<file path="src/rtl/rv_pipe_pkg.sv">
// Shared pipeline definitions: widths, NOP encoding, fetch FSM
// state codes and the sequential PC step.
package rv_pipe_pkg;

    localparam int XLEN = 32;

    localparam logic [31:0] NOP_INSTR = 32'h0000_0013;

    localparam logic [31:0] PC_STEP = 32'd4;

    localparam logic [1:0] ST_BOOT  = 2'd0;
    localparam logic [1:0] ST_FETCH = 2'd1;
    localparam logic [1:0] ST_STALL = 2'd2;

endpackage

</file>
<file path="src/rtl/fetch_ctrl.sv">
// Fetch-stage sequencer: owns the fetch PC, drives imem req/addr,
// applies redirect/stall and delivers pc/instr/valid to IF/ID.
//
// Ports:
//   clk, rst (async active-low)
//   stall_i, redirect_i, redirect_pc_i    : control from ID/EX
//   imem_req_o, imem_addr_o               : fetch request
//   imem_ready_i, imem_rdata_i            : same-cycle accept + data
//   pc_o, instr_o, valid_o                : IF/ID payload
//   flush_o, misalign_o                   : one-cycle pulses on redirect
//   fetch_cnt_o                           : delivered instruction count
module fetch_ctrl #(
    parameter int XLEN = 32,
    parameter logic [XLEN-1:0] RESET_PC = '0,
    parameter int BOOT_CYCLES = 2
) (
    input  logic            clk,
    input  logic            rst,
    input  logic            stall_i,
    input  logic            redirect_i,
    input  logic [XLEN-1:0] redirect_pc_i,
    output logic            imem_req_o,
    output logic [XLEN-1:0] imem_addr_o,
    input  logic            imem_ready_i,
    input  logic [XLEN-1:0] imem_rdata_i,
    output logic [XLEN-1:0] pc_o,
    output logic [XLEN-1:0] instr_o,
    output logic            valid_o,
    output logic            flush_o,
    output logic            misalign_o,
    output logic [15:0]     fetch_cnt_o
);

    import rv_pipe_pkg::*;

    localparam logic [3:0] BOOT_LAST = 4'(BOOT_CYCLES - 1);

    logic [1:0]      state;
    logic [3:0]      boot_cnt;
    logic [XLEN-1:0] fetch_pc;

    // Mutually exclusive actions, decoded in priority order
    // redirect > stall > ready.
    logic in_boot;
    logic do_redir;
    logic do_hold;
    logic do_stall;
    logic do_cap;
    logic do_bubble;

    always_comb begin
        in_boot   = (state == ST_BOOT);
        do_redir  = !in_boot && redirect_i;
        do_hold   = !in_boot && !redirect_i && (state == ST_STALL);
        do_stall  = (state == ST_FETCH) && !redirect_i && stall_i;
        do_cap    = (state == ST_FETCH) && !redirect_i && !stall_i
                    && imem_ready_i;
        do_bubble = (state == ST_FETCH) && !redirect_i && !stall_i
                    && !imem_ready_i;
    end

    assign imem_req_o  = (state == ST_FETCH);
    assign imem_addr_o = fetch_pc;

    always_ff @(posedge clk or negedge rst) begin
        if (!rst) begin
            state       <= ST_BOOT;
            boot_cnt    <= '0;
            fetch_pc    <= RESET_PC;
            pc_o        <= '0;
            instr_o     <= XLEN'(NOP_INSTR);
            valid_o     <= 1'b0;
            flush_o     <= 1'b0;
            misalign_o  <= 1'b0;
            fetch_cnt_o <= '0;
        end else begin
            flush_o    <= 1'b0;
            misalign_o <= 1'b0;
            unique case (1'b1)
                in_boot: begin
                    boot_cnt <= boot_cnt + 4'd1;
                    if (boot_cnt == BOOT_LAST) begin
                        state <= ST_FETCH;
                    end
                end
                do_redir: begin
                    state      <= ST_FETCH;
                    fetch_pc   <= {redirect_pc_i[XLEN-1:2], 2'b00};
                    instr_o    <= XLEN'(NOP_INSTR);
                    valid_o    <= 1'b0;
                    flush_o    <= 1'b1;
                    misalign_o <= |redirect_pc_i[1:0];
                end
                do_hold: begin
                    // Everything stays frozen; leave once stall drops.
                    if (!stall_i) begin
                        state <= ST_FETCH;
                    end
                end
                do_stall: begin
                    state <= ST_STALL;
                end
                do_cap: begin
                    instr_o     <= imem_rdata_i;
                    pc_o        <= fetch_pc;
                    valid_o     <= 1'b1;
                    fetch_pc    <= fetch_pc + XLEN'(PC_STEP);
                    fetch_cnt_o <= fetch_cnt_o + 16'd1;
                end
                do_bubble: begin
                    instr_o <= XLEN'(NOP_INSTR);
                    valid_o <= 1'b0;
                end
                default: begin
                end
            endcase
        end
    end

endmodule
</file>
<file path="config.mk">
export PLATFORM = sky130hd
export DESIGN_NAME = fetch_ctrl
export DESIGN_NICKNAME = d
export VERILOG_FILES = /design/src/rtl/rv_pipe_pkg.sv /design/src/rtl/fetch_ctrl.sv
export SDC_FILE = /design/constraint.sdc
export NUM_CORES = 1
export LEC_CHECK = 0
export CAP_MARGIN = 20
export CORE_ASPECT_RATIO = 1.1
export CORE_MARGIN = 2
export CORE_UTILIZATION = 35
export DETAILED_ROUTE_END_ITERATION = 8
export PLACE_DENSITY_LB_ADDON = 0.1
export SYNTH_ARGS = -nofsm -noshare
export SYNTH_HDL_FRONTEND = slang
export SYNTH_SLANG_ARGS = --single-unit
</file>
<file path="constraint.sdc">
create_clock -name clk -period 2.3 [get_ports clk]
set_input_delay 0.46 -clock clk [delete_from_list [all_inputs] [get_ports clk]]
set_output_delay 0.46 -clock clk [all_outputs]
set_load 0.01 [all_outputs]
</file>
==> results by group <==
Run status
  • Status: finished, final reports clean

Floorplanning
  • Die area: 0.0163 mm2
  • Initial Util: 35.7%
  • Core Area: 0.0150 mm2
  • Placement row count: 47
  • I/O pins: 185
  • Die X: 122 um
  • Die Span Y: 134 um

Worst setup path
  • Crit path kind: reg2out
  • CP required: 1.84 ns
  • R2r startpoint: imem_addr_o[2]
  • Crit path arrival time: 1.70 ns
  • CP Max Fanout: 10
  • Worst setup EP type: output port
  • Setup crit start: state[1]
  • Critical Path Start Type: flip-flop

Detailed routing
  • DR vias: 4644
  • Drt pass-1 iters: 5
  • DR WL met2: 7420 um
  • Via/cell ratio: 5.03
  • WL met3: 944 um
  • WL met1: 6720 um
  • Post-DRT Antenna Nets: 0
  • Drt drc: 0
  • Uppermost routed layer: met4
  • DRT iter0 DRCs: 222
  • Post-Route WL: 15400 um
  • DR WL/cell: 16.6 um

Timing
  • Final Hold Fails: 0
  • Min Tclk post-route: 2.16 ns
  • Final Max Tran Viols: 0
  • Fin crit share: 93.9%
  • Skew final: 0.00588 ns
  • Unrepaired setup endpoints after global routing: false
  • TNS Setup: 0 ns
  • Fmax: 463 MHz
  • Post-route setup slack: 0.141 ns
  • Slew headroom: 60.0%
  • Least-Margin Pin Slew: 0.599 ns
  • Number of setup violations in the final report: 0

Global route
  • First-pass GRT wire length: 24900 um
  • GRT Total Usage: 19.6%
  • GRT Residual Overflow: 0
  • Largest net degree at the start of global routing: 45
  • Vias in the first global route: 4826
  • Initial antenna violation count: 0

Power
  • VDD IR-drop max: 0.000529 V
  • PD cells: 1120 mW/mm2
  • Clock Power Share: 28.2%
  • Leak: 3.53 nW
  • Switch share: 33.3%
  • Switching pwr: 0.00301 W
  • Gate power share: 34.8%
  • Int Power: 0.00601 W
  • Sequential Power Share: 37.1%

Synthesis
  • Cells after Synth: 520
  • Synth cell types: 63
  • Register area share after synthesis: 54.7%
  • Syn Area/Cell: 10.3 um2
  • Ys Warns: 0
  • Synth Register Bits: 117
  • Cell Area, Synth: 0.00536 mm2
  • Number of enable-type register cells in the synthesized netlist: 0
  • Synth Flop Type: dfrtp_1
  • Ys async rst share: 100%

Finish
  • Final #Nets: 787
  • Design area: 0.00805 mm2
  • Antenna cells: 0
  • Synth-to-Final Area Change: 50.2%
  • Layout cells sized above 1: 11.7%
  • Final core utilization: 53.7%
  • Fillcell total: 1351

Placement
  • Placement Setup Slack: 0.0421 ns
  • DPL Wire Length: 11100 um
  • Port Buffers: 180
  • Dpl cell area: 0.00748 mm2
  • RePlAce Congestion: 0.758

CTS
  • Clock slew at reported path FFs: 0.05 ns
  • CTS Hold Bufs: 0
  • CTS H-tree depth: 4
  • Postcts setup bufs: 0
  • Post-CTS Resized: 0
  • Number of CTS-inserted buffers: 17
  • Root buf cell: clkbuf_16
  • Clock sink total: 117
  • Skew-Pair Late Insertion Delay: 0.41 ns
  • CTS tree: yes
  • Bufs on Longest Clock Path: 2

Flow run
  • Maxcap violations: 0

Hold path
  • Hold Path Class: in2async
==> cell families after synthesis <==
family	share of synthesized area, %
compound gates	13.8
xor+xnor	3.27
fa+ha+maj	0.934
buf+inv	4.30
flops	54.7
mux	0.840
other cells	0.0700
simple gates	22.0
==> power groups by stage <==
stage / Sequential, W / Combinational (W) / Clock [W]
after floorplan: 0.00345 / 0.00126 / 0
after global placement: 0.00335 / 0.00313 / 0
after detailed placement: 0.00337 / 0.00317 / 0
after CTS: 0.00335 / 0.00318 / 0.00260
after global routing: 0.00346 / 0.00343 / 0.00271
final: 0.00334 / 0.00314 / 0.00254
==> flip-flops by register name (all words and copies together) (netlist names) <==
signal and flops:
instr_o 32, boot_cnt 4, flush_o 1, imem_addr_o 30
valid_o 1, fetch_cnt_o 16, misalign_o 1, state 2
pc_o 30
==> area by class of cell <==
cell class	instances	area [um2]	share of cell area [%]
flip-flops and latches	117	2930	36.4
multi-input cells	367	2220	27.6
repair buffers	207	2060	25.7
clock buffers	22	464	5.77
well taps	196	245	3.05
clock inverters	10	105	1.31
inverters	4	15.0	0.187
==> cells in the final DEF, fill, tap and decap left out, types with 5 or more instances in the layout <==
master,netlist,final
or3_1,5,5
buf_4,6,23
a21oi_1,11,11
nor3_1,7,7
nand2_1,119,119
clkdlybuf4s50_1,0,179
nand4_1,14,14
clkinv_2,0,6
buf_12,0,5
o22ai_1,8,7
o21ai_0,7,7
a22o_1,29,29
nor2_1,37,37
dfrtp_1,114,114
o21ai_1,6,6
xnor2_1,13,13
a211oi_1,7,7
nor3_2,6,5
xor2_1,7,7
and3_1,8,8
clkbuf_16,0,17
nand3_1,15,15
==> cell usage after synthesis, drive strengths merged (8+ instances only) <==
library cell  count  area (um2)
nor3             13        95.1
nor2             39         156
and3              9        61.3
xnor2            13         114
o21ai            14        73.8
dfrtp           114        2850
a22o             29         254
buf              29         193
nand4            15         109
o22ai             8        50.1
nand3            16        85.1
a21oi            11        55.1
nand2           120         458
==> through the flow <==
step	cells	hold slack, ns	total power (W)
2_1_floorplan	523	0.164	0.00471
3_3_place_gp	891	0.459	0.00648
3_5_place_dp	891	0.462	0.00654
4_1_cts	923	0.0652	0.00913
5_1_grt	923	0.0876	0.00960
6_report	923	0.0531	0.00902
==> metal layers <==
| layer | track usage (%) | up-vias |
|---|---|---|
| met2 | 31.5 | 153 |
| met3 | 5.87 | 16 |
| li1 | - | 2226 |
| met4 | 7.09 | 0 |
| met1 | 24.9 | 2249 |
| met5 | 0 | - |
==> path summary, 6_finish.rpt <==
check,depth (start not counted),slack (ns),end
max,2,0.14,imem_req_o
min,1,0.05,fetch_cnt_o[11]
max reg2reg,6,0.41,imem_addr_o[26]
min reg2reg,2,0.47,pc_o[27]
max in group asynchronous,2,1.55,instr_o[4]
min in group clk,2,0.47,pc_o[27]
==> worst max-delay path, cell delays in order, from the launching register on <==
cell             delay (ns)
dfrtp_1                0.56
nor2b_1                0.19
clkdlybuf4s50_1        0.55
Note: power is estimated with default switching activity, not from simulation.
